### src/rtl/upe_serial_rx.sv
// Bit-serial operand receiver: start bit, 80 LSB-first payload bits, stop bit.
// Presents five operand words with a one-cycle frame_valid or frame_err strobe.
module upe_serial_rx #(
  parameter int BIT_TICKS = 102,
  parameter int WIDTH     = 16,
  parameter int NWORDS    = 5
) (
  input  logic             clk,
  input  logic             rst_n,
  input  logic             rx,
  output logic [WIDTH-1:0] var_x,
  output logic [WIDTH-1:0] var_y,
  output logic [WIDTH-1:0] covar_xy,
  output logic [WIDTH-1:0] dfdx,
  output logic [WIDTH-1:0] dfdy,
  output logic             frame_valid,
  output logic             frame_err,
  output logic             busy
);
  localparam int FRAME_BITS = WIDTH * NWORDS;
  localparam int TW         = $clog2(BIT_TICKS);
  localparam int HALF       = BIT_TICKS / 2;

  typedef enum logic [1:0] {IDLE, START, DATA, STOP} state_t;

  state_t                state;
  logic [1:0]            rx_sync;
  logic                  rx_s;
  logic [TW-1:0]         tick_cnt;
  logic [6:0]            bit_cnt;
  logic [FRAME_BITS-1:0] sr;

  assign rx_s = rx_sync[1];
  assign busy = (state != IDLE);

  // Synchronizer resets to the idle line level so reset never looks like a start bit.
  always_ff @(posedge clk or negedge rst_n) begin
    if (!rst_n) rx_sync <= 2'b11;
    else        rx_sync <= {rx_sync[0], rx};
  end

  always_ff @(posedge clk or negedge rst_n) begin
    if (!rst_n) begin
      state       <= IDLE;
      tick_cnt    <= '0;
      bit_cnt     <= '0;
      sr          <= '0;
      var_x       <= '0;
      var_y       <= '0;
      covar_xy    <= '0;
      dfdx        <= '0;
      dfdy        <= '0;
      frame_valid <= 1'b0;
      frame_err   <= 1'b0;
    end else begin
      frame_valid <= 1'b0;
      frame_err   <= 1'b0;
      case (state)
        IDLE: begin
          if (!rx_s) begin
            state    <= START;
            tick_cnt <= '0;
          end
        end
        START: begin
          if (tick_cnt == TW'(HALF)) begin
            tick_cnt <= '0;
            bit_cnt  <= '0;
            state    <= rx_s ? IDLE : DATA;
          end else begin
            tick_cnt <= tick_cnt + 1'b1;
          end
        end
        DATA: begin
          if (tick_cnt == TW'(BIT_TICKS - 1)) begin
            tick_cnt <= '0;
            sr       <= {rx_s, sr[FRAME_BITS-1:1]};
            bit_cnt  <= bit_cnt + 1'b1;
            if (bit_cnt == 7'(FRAME_BITS - 1)) state <= STOP;
          end else begin
            tick_cnt <= tick_cnt + 1'b1;
          end
        end
        STOP: begin
          if (tick_cnt == TW'(BIT_TICKS - 1)) begin
            tick_cnt <= '0;
            state    <= IDLE;
            if (rx_s) begin
              var_x       <= sr[0*WIDTH +: WIDTH];
              var_y       <= sr[1*WIDTH +: WIDTH];
              covar_xy    <= sr[2*WIDTH +: WIDTH];
              dfdx        <= sr[3*WIDTH +: WIDTH];
              dfdy        <= sr[4*WIDTH +: WIDTH];
              frame_valid <= 1'b1;
            end else begin
              frame_err   <= 1'b1;
            end
          end else begin
            tick_cnt <= tick_cnt + 1'b1;
          end
        end
        default: begin
          state    <= IDLE;
          tick_cnt <= '0;
        end
      endcase
    end
  end
endmodule

### config.mk
export PLATFORM = sky130hd
export DESIGN_NAME = upe_serial_rx
export DESIGN_NICKNAME = d
export VERILOG_FILES = /design/src/rtl/upe_serial_rx.sv
export SDC_FILE = /design/constraint.sdc
export NUM_CORES = 1
export LEC_CHECK = 0
export ABC_AREA = 1
export ABC_CLOCK_PERIOD_IN_PS = 3100
export CAP_MARGIN = 15
export CORE_UTILIZATION = 48
export DETAILED_ROUTE_END_ITERATION = 8
export GPL_ROUTABILITY_DRIVEN = 0
export PLACE_DENSITY = 0.7
export SLEW_MARGIN = 20
export SYNTH_ARGS = -nofsm -noshare
export SYNTH_HDL_FRONTEND = slang
export SYNTH_SLANG_ARGS = --single-unit
### constraint.sdc
create_clock -name clk -period 3.1 [get_ports clk]
set_input_delay 0.465 -clock clk [delete_from_list [all_inputs] [get_ports clk]]
set_output_delay 0.465 -clock clk [all_outputs]
set_load 0.02 [all_outputs]
# == Word level (Yosys, flattened, before mapping) ==
# Cells that the tools add are included.
# word_totals
regBits,180
latch_bits,0
ram_bits,0
rom_bits,0
inputBits,3
out_inout_bits,83
wordCells,53
mem_count,0
# op_classes
n_addsub,2
mul,0
div_mod_pow,0
order_cmp,0
eq_ne,11
shifts,0
muxes,20
bitwise_logic,0
reduce_logical,8
# op_table
op,n
$mux W7,5
$pmux W7 S3,1
$add A7 B1 Y7 const B,2
$eq A7 B7 Y1 const B,2
$pmux W7 S2,1
$mux W2,6
$ne A2 B2 Y1 const B,5
$pmux W2 S4,1
$eq A7 B6 Y1 const B,1
$mux W1,6
$reduce_and A3 Y1,2
$reduce_and A5 Y1,1
$eq A2 B2 Y1 const B,2
$reduce_bool A2 Y1,2
$eq A2 B1 Y1 const B,1
$logic_not A2 Y1,1
$reduce_and A2 Y1,1
$reduce_or A2 Y1,1

# == Depth between registers and ports, before layout ==
# Gate-level depths: netlist (run 1).
# logic_depth
depth_word,4
depth_mapped,10

# == Least setup slack after synthesis (run 1) ==
# OpenSTA, ideal clock, no wires.
# synth_path
path_type,reg-to-reg
from,register tick_cnt[1]
to,register dfdx[0]
setup_ps,130
arrival_ps,1401
path_slack_ps,1569
stages_incl_launch_ff,10
path_cell_list,dfrtp_1 inv_1 ha_1 nand3_2 nor2_4 nand3_4 buf_2 buf_6 nand2_1 o21ai_1
# synth_between
elab_chain_len,2
# synth_rtl
item,line,rtl
start: declaration,29,logic [TW-1:0] tick_cnt;
start signal: assignment,71,tick_cnt <= tick_cnt + 1'b1;
start signal: assignment,81,tick_cnt <= tick_cnt + 1'b1;
start signal: assignment,99,tick_cnt <= tick_cnt + 1'b1;
$eq A7 B7 Y1,85,if (tick_cnt == TW'(BIT_TICKS - 1)) begin
$reduce_and A3 Y1 (no line),n/a,
end signal: assignment,92,dfdx <= sr[3*WIDTH +: WIDTH];
end: declaration,14,"output logic [WIDTH-1:0] dfdx,"
# No other way between the ends.
# A chain may end at the register's enable or synchronous reset.

# == Worst setup path in the final report (run 1) ==
# layout_path
from,register tick_cnt[1]
to,register var_x[9]
# layout_between
elab_chain_len,2
# layout_rtl
item,line,rtl
$eq A7 B7 Y1,85,
$reduce_and A3 Y1 (no line),n/a,
end signal: assignment,89,var_x <= sr[0*WIDTH +: WIDTH];
end: declaration,11,"output logic [WIDTH-1:0] var_x,"
# No other way between the ends.

==> impl_metrics.toml, run 1 <==
[run_status]
status = "complete, no violations"

[finish]
num-fill-cells = 1215
final_net_count = 808
syn2layout_area_growth_pct = 20.46
final_util = 0.5946
final_area_um2 = 8642
drive_gt1_frac = 0.1080
n_antenna_cell = 0

[yosys]
yosys_register_bits = 180
netlist.area_leader.share = 0.6209
synth.yosys.warnings = 0
synth_fp_nets = 729
synth_flop_cell = "dfrtp_1"
synthArstFlopShare = 1.000
synth_area_leader_cell = "dfrtp_1"
netlist_area_um2 = 7174
synth.most_common_cell = "nand2_1"
post_synth_num_cell_types = 26
syn_inst = 723
synth_common_cells = "nand2_1, dfrtp_1, inv_1, o21ai_1, o21ai_0"
synth_edf_count = 0
yosysSeqAreaShare = 0.6282
avgSynthCellArea_um2 = 9.923
synth_area_leaders = "dfrtp_1, nand2_1, inv_1, o21ai_1, o21ai_2"

[die]
num_rows = 44
fp.dieH_um = 124.3
core_um2 = 14530
dieWidth_um = 124.3
initial_core_util = 0.4936
io_pins = 86
dieArea_um2 = 15440

[cts]
clock_sinks = 180
root_buffer = "clkbuf_16"
cts_resized = 0
numCtsBuffers = 17
htreeDepth = 4
ctsHoldBuffers = 0
cts_tree = "built"
clockBufferDepth = 2
path_clk_slew_ns = 0.06
cts_setup_buffers = 0
clk_latency_ns = 0.42

[pwr]
power_density_nw_per_um2 = 510.2
power_uw = 4409
cellLeakagePower_uw = 0.003710
vdd_drop_max_v = 0.0003731

[setup_path]
cp_slowest_stage_delay_ns = 0.53
worstSetupPathType = "flop to flop"
path_cells = "inv_1 > ha_1 > nand3_2 > nor2_4 > nand3_4 > buf_4 > nand2_1 > o21ai_2"
end_kind = "flop"
cp_top_family = "simple AND/OR/NAND/NOR gates"
worstSetupStartpointType = "flop"
worst-path-buf-inv = 2
worst_path_max_delay_cell = "nand3_4"
worstReg2RegStart = "tick_cnt[1]"
crit_fanout = 57
critPathLaunch = "tick_cnt[1]"
cp.required_ns = 3.40
cp.arrival_ns = 2.55

[place]
io_buffer_count = 85
place_area_um2 = 8089
hpwlAfterDp_um = 8737

[sta]
finalMaxSlewViolations = 0
relSlewSlack = 0.4468
fin_tns_setup_ns = 0
period_needed_ns = 2.258
hold_viol = 0
skew_ns = 0.008113
setup_viol_count_final = 0
min_period_over_period = 0.7284
grt_setup_unrepaired = "no"
max_freq_mhz = 442.9
tightest_slew_ns = 0.8298

[routing]
drtIter0Drc = 351
routed_wl_um = 13260
antenna_left = 0
dr.max_layer_used = "met4"
viasPerCell = 4.934
drt-met1-wl_um = 6529
vias = 4929
wire_per_inst_um = 13.28
wl_met3_um = 433
route.detailed.drc = 0
route.met2.wl_um = 6204
first_pass_iters = 4

[global_routing]
antenna_found_initial = 0
track_usage = 0.1838
grt_pass1_wl_um = 23170
grt_overflow = 0
grt_max_degree = 92
grt_pass1_vias = 4801

[worst_hold_path]
hp-class = "input port to asynchronous set/reset pin"

[job]
drv_cap = 0
worst reg2reg max path, cell delays in order (launching register included):
cell     delay (ns)
dfrtp_1        0.39
inv_1          0.08
ha_1           0.16
nand3_2        0.09
nor2_4         0.23
nand3_4        0.53
buf_4          0.48
nand2_1        0.12
o21ai_2        0.06
metal layers:
layer / GRT usage / up-vias
met3: 0.04081 / 10
met5: 0 / -
met2: 0.2795 / 90
met1: 0.2663 / 2384
met4: 0.05103 / 0
li1: - / 2445
power breakdown:
part	switching, uW	internal (uW)
Clock	882	1120
Sequential	1.08	2350
Combinational	46.0	6.68
area by class of cell:
cell class,count,area (um2),area share
clock buffers,19,442.9,0.05125
flip-flops and latches,180,4507,0.5215
clock inverters,13,110.1,0.01274
multi-input cells,409,2028,0.2347
repair buffers,95,952.2,0.1102
well taps,184,230.2,0.02664
inverters,99,371.6,0.04300
kinds of logic after synthesis:
logic type                 synth area share
xor gates and xnor gates           0.007326
DFF                                  0.6282
adders and majority gates          0.005233
and+or+nand+nor                      0.1278
AOI/OAI and AO/OA                    0.1423
buffers and inverters               0.08912
metrics by stage:
step | std cells | setup slack, ns | hold slack [ns]
detailed placement | 967 | 0.8423 | 0.3518
global placement | 967 | 0.8922 | 0.3471
floorplan | 723 | 1.569 | 0.1694
finish | 999 | 0.8419 | 0.1341
global route | 999 | 0.6570 | 0.1939
CTS | 999 | 0.8071 | 0.1606
registers in the layout, summed over array words and instances, names as in the netlist, named ones only:
signal	count
sr	80
covar_xy	16
var_x	16
frame_err	1
state	1
tick_cnt	7
bit_cnt	7
dfdy	16
dfdx	16
var_y	16
rx_sync	2
frame_valid	1
layout by cell type, fill, tap and decap left out, types with 2 or more instances in the layout:
cell type,netlist,final
dfstp_2,2,2
nand3_1,11,11
a21oi_1,5,5
o22ai_1,4,4
clkinvlp_4,0,5
o21ai_1,72,72
nand4_1,2,2
nor3_1,3,3
nor2_1,15,15
clkdlybuf4s50_1,0,84
buf_4,0,8
nand2_1,190,190
clkinv_2,0,5
o21ai_0,52,52
xnor2_1,3,3
buf_12,0,2
o21ai_2,40,40
inv_1,99,99
ha_1,3,3
dfrtp_1,178,178
xor2_1,3,3
clkbuf_16,0,17
path summary, 6_finish.rpt:
check,endpoint,slack (ns),cells after the start
min in group clk,rx_sync[1],0.36,0
max,var_x[9],0.84,8
max in group asynchronous,rx_sync[1],2.10,2
max reg2reg,var_x[9],0.84,8
min reg2reg,rx_sync[1],0.36,0
min,dfdx[5],0.13,1
(Power assumes the default switching activity.)
==> inputs of run 2 (changes only) <==
--- a/config.mk
+++ b/config.mk
@@ -6,7 +6,7 @@
 export NUM_CORES = 1
 export LEC_CHECK = 0
 export ABC_AREA = 1
-export ABC_CLOCK_PERIOD_IN_PS = 3100
+export ABC_CLOCK_PERIOD_IN_PS = 2300
 export CAP_MARGIN = 15
 export CORE_UTILIZATION = 48
 export DETAILED_ROUTE_END_ITERATION = 8
==> constraint.sdc (replaced) <==
create_clock -name clk -period 2.3 [get_ports clk]
set_input_delay 0.345 -clock clk [delete_from_list [all_inputs] [get_ports clk]]
set_output_delay 0.345 -clock clk [all_outputs]
set_load 0.02 [all_outputs]
==> run 2 against run 1 <==
  * Largest cell class unchanged
  * Sequential share of layout area down 0.87 points
  * Sequential cell count is the same
  * Die area unchanged
  * Final area is 1.7% higher
  * First-iteration DRC count shrank 8.5%
  * Hold slack better by 0.19 ns
  * Via count decreased by 0.20%
  * Power is 43% higher
  * Sequential power grew 35%
  * Non-clock buffer count increased by 3
  * Register-to-register slack lost 0.50 ns
  * Clock-buffer cell count is 4 higher
==> impl_metrics.toml, run 2 (same netlist as run 1, synthesis figures left out) <==
[finish]
drive_gt1_frac = 0.1065
multiInputGateArea_um2 = 2028
final_cell_mix = "nand2_1, dfrtp_1, inv_1"
largest_reg_flops = 80
num-fill-cells = 1225
seq_area_um2 = 4507
max_flop_register = "sr"
syn2layout_area_growth_pct = 22.50
fin_cells = 1001
final_area_um2 = 8788
n_antenna_cell = 0
layout_commonest_cell = "nand2_1"
final_net_count = 811

[sta]
hold_viol = 0
period_needed_ns = 1.968
setup_viol_count_final = 0
skew_ns = 0.007401
tightest_slew_ns = 0.5185
grt_setup_unrepaired = "no"
finalWorstSetupSlack_ns = 0.3316
finalMaxSlewViolations = 0
max_freq_mhz = 508.0
fin_tns_setup_ns = 0
min_period_over_period = 0.8558
relSlewSlack = 0.6544

[run_status]
status = "complete, no violations"

[cts]
cts_setup_buffers = 0
ctsHoldBuffers = 1
clock_sinks = 180
root_buffer = "clkbuf_16"
cts_resized = 0
htreeDepth = 4
numCtsBuffers = 17
path_clk_slew_ns = 0.06
cts_tree = "built"
clockBufferDepth = 2
clk_latency_ns = 0.42

[routing]
first_pass_iters = 4
drt-met1-wl_um = 6260
dr.max_layer_used = "met4"
vias = 4919
viasPerCell = 4.914
wire_per_inst_um = 13.25
wl_met3_um = 462
route.met2.wl_um = 6327
drtIter0Drc = 321
route.detailed.drc = 0
antenna_left = 0
routed_wl_um = 13270

[pwr]
cellLeakagePower_uw = 0.003790
power_density_nw_per_um2 = 715.5
vdd_drop_max_v = 0.0004657

[die]
io_pins = 86
num_rows = 44
dieArea_um2 = 15440
fp.dieH_um = 124.3
dieWidth_um = 124.3
core_um2 = 14530
initial_core_util = 0.4936

[setup_path]
ff2ff_setup_slack_ns = 0.34
worstSetupStartpointType = "flop"
end_kind = "output port"
cp.required_ns = 1.96
cp_top_family = "buffers and inverters"
crit_fanout = 4
worst_path_max_delay_cell = "clkdlybuf4s50_1"
worst-path-buf-inv = 2
path_cells = "inv_1 > nand2_1 > clkdlybuf4s50_1"
cp.arrival_ns = 1.62
worstSetupPathType = "flop to output port"
cp_slowest_stage_delay_ns = 0.61

[global_routing]
grt_max_degree = 85
grt_pass1_vias = 4835
grt_overflow = 0
grt_pass1_wl_um = 23100
track_usage = 0.1852
antenna_found_initial = 0

[place]
place_inst = 969
place_ws_ns = 0.3413
place_area_um2 = 8154
io_buffer_count = 85
hpwlAfterDp_um = 8896

[worst_hold_path]
hp-class = "input port to flop"

[job]
drv_cap = 0
-- run 2: changes by cell type in the layout (fill, tap and decap cells not counted) --
| cell | change |
|---|---|
| clkbuf_8 | +2 |
| buf_4 | -2 |
| bufinv_16 | +3 |
| clkinv_4 | -1 |
| clkinvlp_4 | -4 |
| dlygate4sd3_1 | +1 |
| clkbuf_1 | +2 |
| buf_12 | +4 |
| clkinv_2 | -3 |
-- run 2: worst paths after layout --
| kind | startpoint | cells after the start | endpoint |
|---|---|---|---|
| min reg2reg | rx_sync[0] | 0 | rx_sync[1] |
| max in group asynchronous | rst_n | 3 | sr[37] |
| min in group asynchronous | rst_n | 2 | dfdx[6] |
| max reg2reg | tick_cnt[1] | 8 | dfdy[0] |
| min | rx | 1 | rx_sync[0] |
| max | state[0] | 3 | busy |
-- run 2: power breakdown --
group | switching, uW | internal [uW]
Clock | 1140 | 1900
Sequential | 1.40 | 3170
Combinational | 62.5 | 13.5
Total | 1210 | 5080
-- run 2: metrics by stage --
stage	power, uW	hold slack (ns)	util
after floorplan	3231	0.04941	-
after CTS	6349	0.3086	0.6047
after detailed placement	3309	0.3379	0.5610
final	6288	0.3270	0.6047
after global placement	3307	0.3353	0.5610
after global routing	6480	0.3121	0.6047
-- run 2: layout make-up --
type | instances | share of cell area
Clock buffer | 23 | 0.05438
Clock inverter | 8 | 0.01666
Inverter | 99 | 0.04228
Multi-Input combinational cell | 409 | 0.2308
Sequential cell | 180 | 0.5128
Tap cell | 184 | 0.02620
Timing Repair Buffer | 98 | 0.1169
-- run 2: per-layer routing --
| layer | up-vias | track usage |
|---|---|---|
| met5 | - | 0 |
| met2 | 89 | 0.2954 |
| met3 | 23 | 0.04253 |
| met1 | 2356 | 0.2471 |
| li1 | 2451 | - |
| met4 | 0 | 0.07087 |
==> inputs of run 3 (changes only) <==
--- a/config.mk
+++ b/config.mk
@@ -6,12 +6,12 @@
 export NUM_CORES = 1
 export LEC_CHECK = 0
 export ABC_AREA = 1
-export ABC_CLOCK_PERIOD_IN_PS = 2300
+export ABC_CLOCK_PERIOD_IN_PS = 1800
 export CAP_MARGIN = 15
 export CORE_UTILIZATION = 48
 export DETAILED_ROUTE_END_ITERATION = 8
 export GPL_ROUTABILITY_DRIVEN = 0
-export PLACE_DENSITY = 0.7
+export PLACE_DENSITY = 0.73
 export SLEW_MARGIN = 20
 export SYNTH_ARGS = -nofsm -noshare
 export SYNTH_HDL_FRONTEND = slang
==> constraint.sdc (replaced) <==
create_clock -name clk -period 1.8 [get_ports clk]
set_input_delay 0.27 -clock clk [delete_from_list [all_inputs] [get_ports clk]]
set_output_delay 0.27 -clock clk [all_outputs]
set_load 0.02 [all_outputs]
==> run 3 against run 2 <==
  * Clock-buffer cell count is the same
  * Critical path type unchanged
  * Largest cell class unchanged
  * Setup slack lost 0.25 ns
  * Critical endpoint is now var_x[15]
  * First-iteration DRC count grew 42%
==> impl_metrics.toml, run 3 (same netlist as run 1, synthesis figures left out) <==
[routing]
first_pass_iters = 5
viasPerCell = 4.972
antenna_left = 0
routed_wl_um = 13320
drtIter0Drc = 455
wire_per_inst_um = 13.31
route.detailed.drc = 0
vias = 4977

[place]
hpwlAfterDp_um = 8605
place_inst = 966
io_buffer_count = 85

[finish]
final_cell_mix = "nand2_1, dfrtp_1, inv_1"
layout_commonest_cell = "nand2_1"
largest_reg_flops = 80
seq_area_um2 = 4507
multiInputGateArea_um2 = 2028
drive_gt1_frac = 0.1077
final_net_count = 810
final_util = 0.6025
syn2layout_area_growth_pct = 22.06
max_flop_register = "sr"
fin_cells = 1001
n_antenna_cell = 0
num-fill-cells = 1199

[die]
dieArea_um2 = 15440
core_um2 = 14530
fp.dieH_um = 124.3
initial_core_util = 0.4936
io_pins = 86
dieWidth_um = 124.3
num_rows = 44

[setup_path]
crit_fanout = 2
end_kind = "output port"
worstSetupPathType = "flop to output port"
cp_slowest_stage_delay_ns = 0.67
path_cells = "clkdlybuf4s50_1"
cp.arrival_ns = 1.45
cp.required_ns = 1.53
worst-path-buf-inv = 1
worstSetupStartpointType = "flop"
worst_path_max_delay_cell = "clkdlybuf4s50_1"
cp_top_family = "buffers and inverters"

[pwr]
cellLeakagePower_uw = 0.003780
combPwrFrac = 0.013
vdd_drop_max_v = 0.0005946
seq_power_share = 0.519
p_sw_uw = 1553
p_clk_frac = 0.468
power.internal_uw = 6253
power_density_nw_per_um2 = 891.4
switching_share = 0.1990

[cts]
root_buffer = "clkbuf_16"
path_clk_slew_ns = 0.06
cts_tree = "built"
clk_latency_ns = 0.42
clockBufferDepth = 2
numCtsBuffers = 17
htreeDepth = 4
clock_sinks = 180

[sta]
skew_ns = 0.005660
relSlewSlack = 0.7395
tightest_slew_ns = 0.3894
max_freq_mhz = 582.5
grt_setup_unrepaired = "no"
setup_viol_count_final = 0
finalMaxSlewViolations = 0
period_needed_ns = 1.717
min_period_over_period = 0.9538
hold_viol = 0
fin_tns_setup_ns = 0

[global_routing]
antenna_found_initial = 0
grt_max_degree = 86
grt_overflow = 0
grt_pass1_vias = 4802
track_usage = 0.1843
grt_pass1_wl_um = 23000

[job]
drv_cap = 0

[run_status]
status = "complete, no violations"

[worst_hold_path]
hp-class = "input port to flop"
run 3: layout make-up:
class / count / area share
Timing Repair Buffer: 97 / 0.1177
Clock buffer: 23 / 0.05572
Multi-Input combinational cell: 409 / 0.2316
Inverter: 99 / 0.04243
Tap cell: 184 / 0.02629
Sequential cell: 180 / 0.5146
Clock inverter: 9 / 0.01157
run 3: per-layer routing:
| metal | GRT usage | up-vias | part of all wire |
|---|---|---|---|
| met5 | 0 | - | 0 |
| met4 | 0.08434 | 0 | 0.024 |
| met3 | 0.04296 | 27 | 0.035 |
| met2 | 0.2840 | 110 | 0.47 |
| met1 | 0.2488 | 2397 | 0.47 |
| li1 | - | 2443 | - |
run 3: power groups by stage:
| stage | clock, uW | sequential [uW] | combinational, uW |
|---|---|---|---|
| floorplan | 0 | 4130 | 1.04 |
| global placement | 0 | 4130 | 103 |
| detailed placement | 0 | 4130 | 106 |
| CTS | 3730 | 4050 | 108 |
| global route | 3880 | 4050 | 120 |
| finish | 3650 | 4050 | 101 |
run 3: metrics by stage:
| stage | hold WS (ns) | cell area (um2) | worst slack (ns) | power, uW |
|---|---|---|---|---|
| after global placement | 0.1835 | 8144 | 0.2020 | 4229 |
| after detailed placement | 0.1838 | 8144 | 0.1431 | 4232 |
| after CTS | 0.2368 | 8742 | 0.05732 | 7888 |
| after global routing | 0.2483 | 8757 | 0.01926 | 8053 |
| final | 0.2516 | 8757 | 0.08313 | 7806 |
| after floorplan | -0.02559 | 7174 | 0.2687 | 4128 |
run 3: worst paths after layout:
path,start,end,slack (ns),depth (start not counted)
min in group asynchronous,rst_n,dfdx[4],0.32,2
max in group asynchronous,rst_n,rx_sync[0],0.78,3
worst max-delay path,var_x[15],var_x[15],0.08,1
worst min register to register,rx_sync[0],rx_sync[1],0.36,0
worst max register to register,tick_cnt[1],sr[43],0.12,8
worst min-delay path,rx,rx_sync[0],0.25,1
run 3: repair_timing:
action	in CTS	in global routing
hold buffers	1	0
gates resized for setup	1	1
buffers inserted	0	2
hold endpoints to repair	29	0
pin swaps	0	1
setup endpoints to repair	1	36
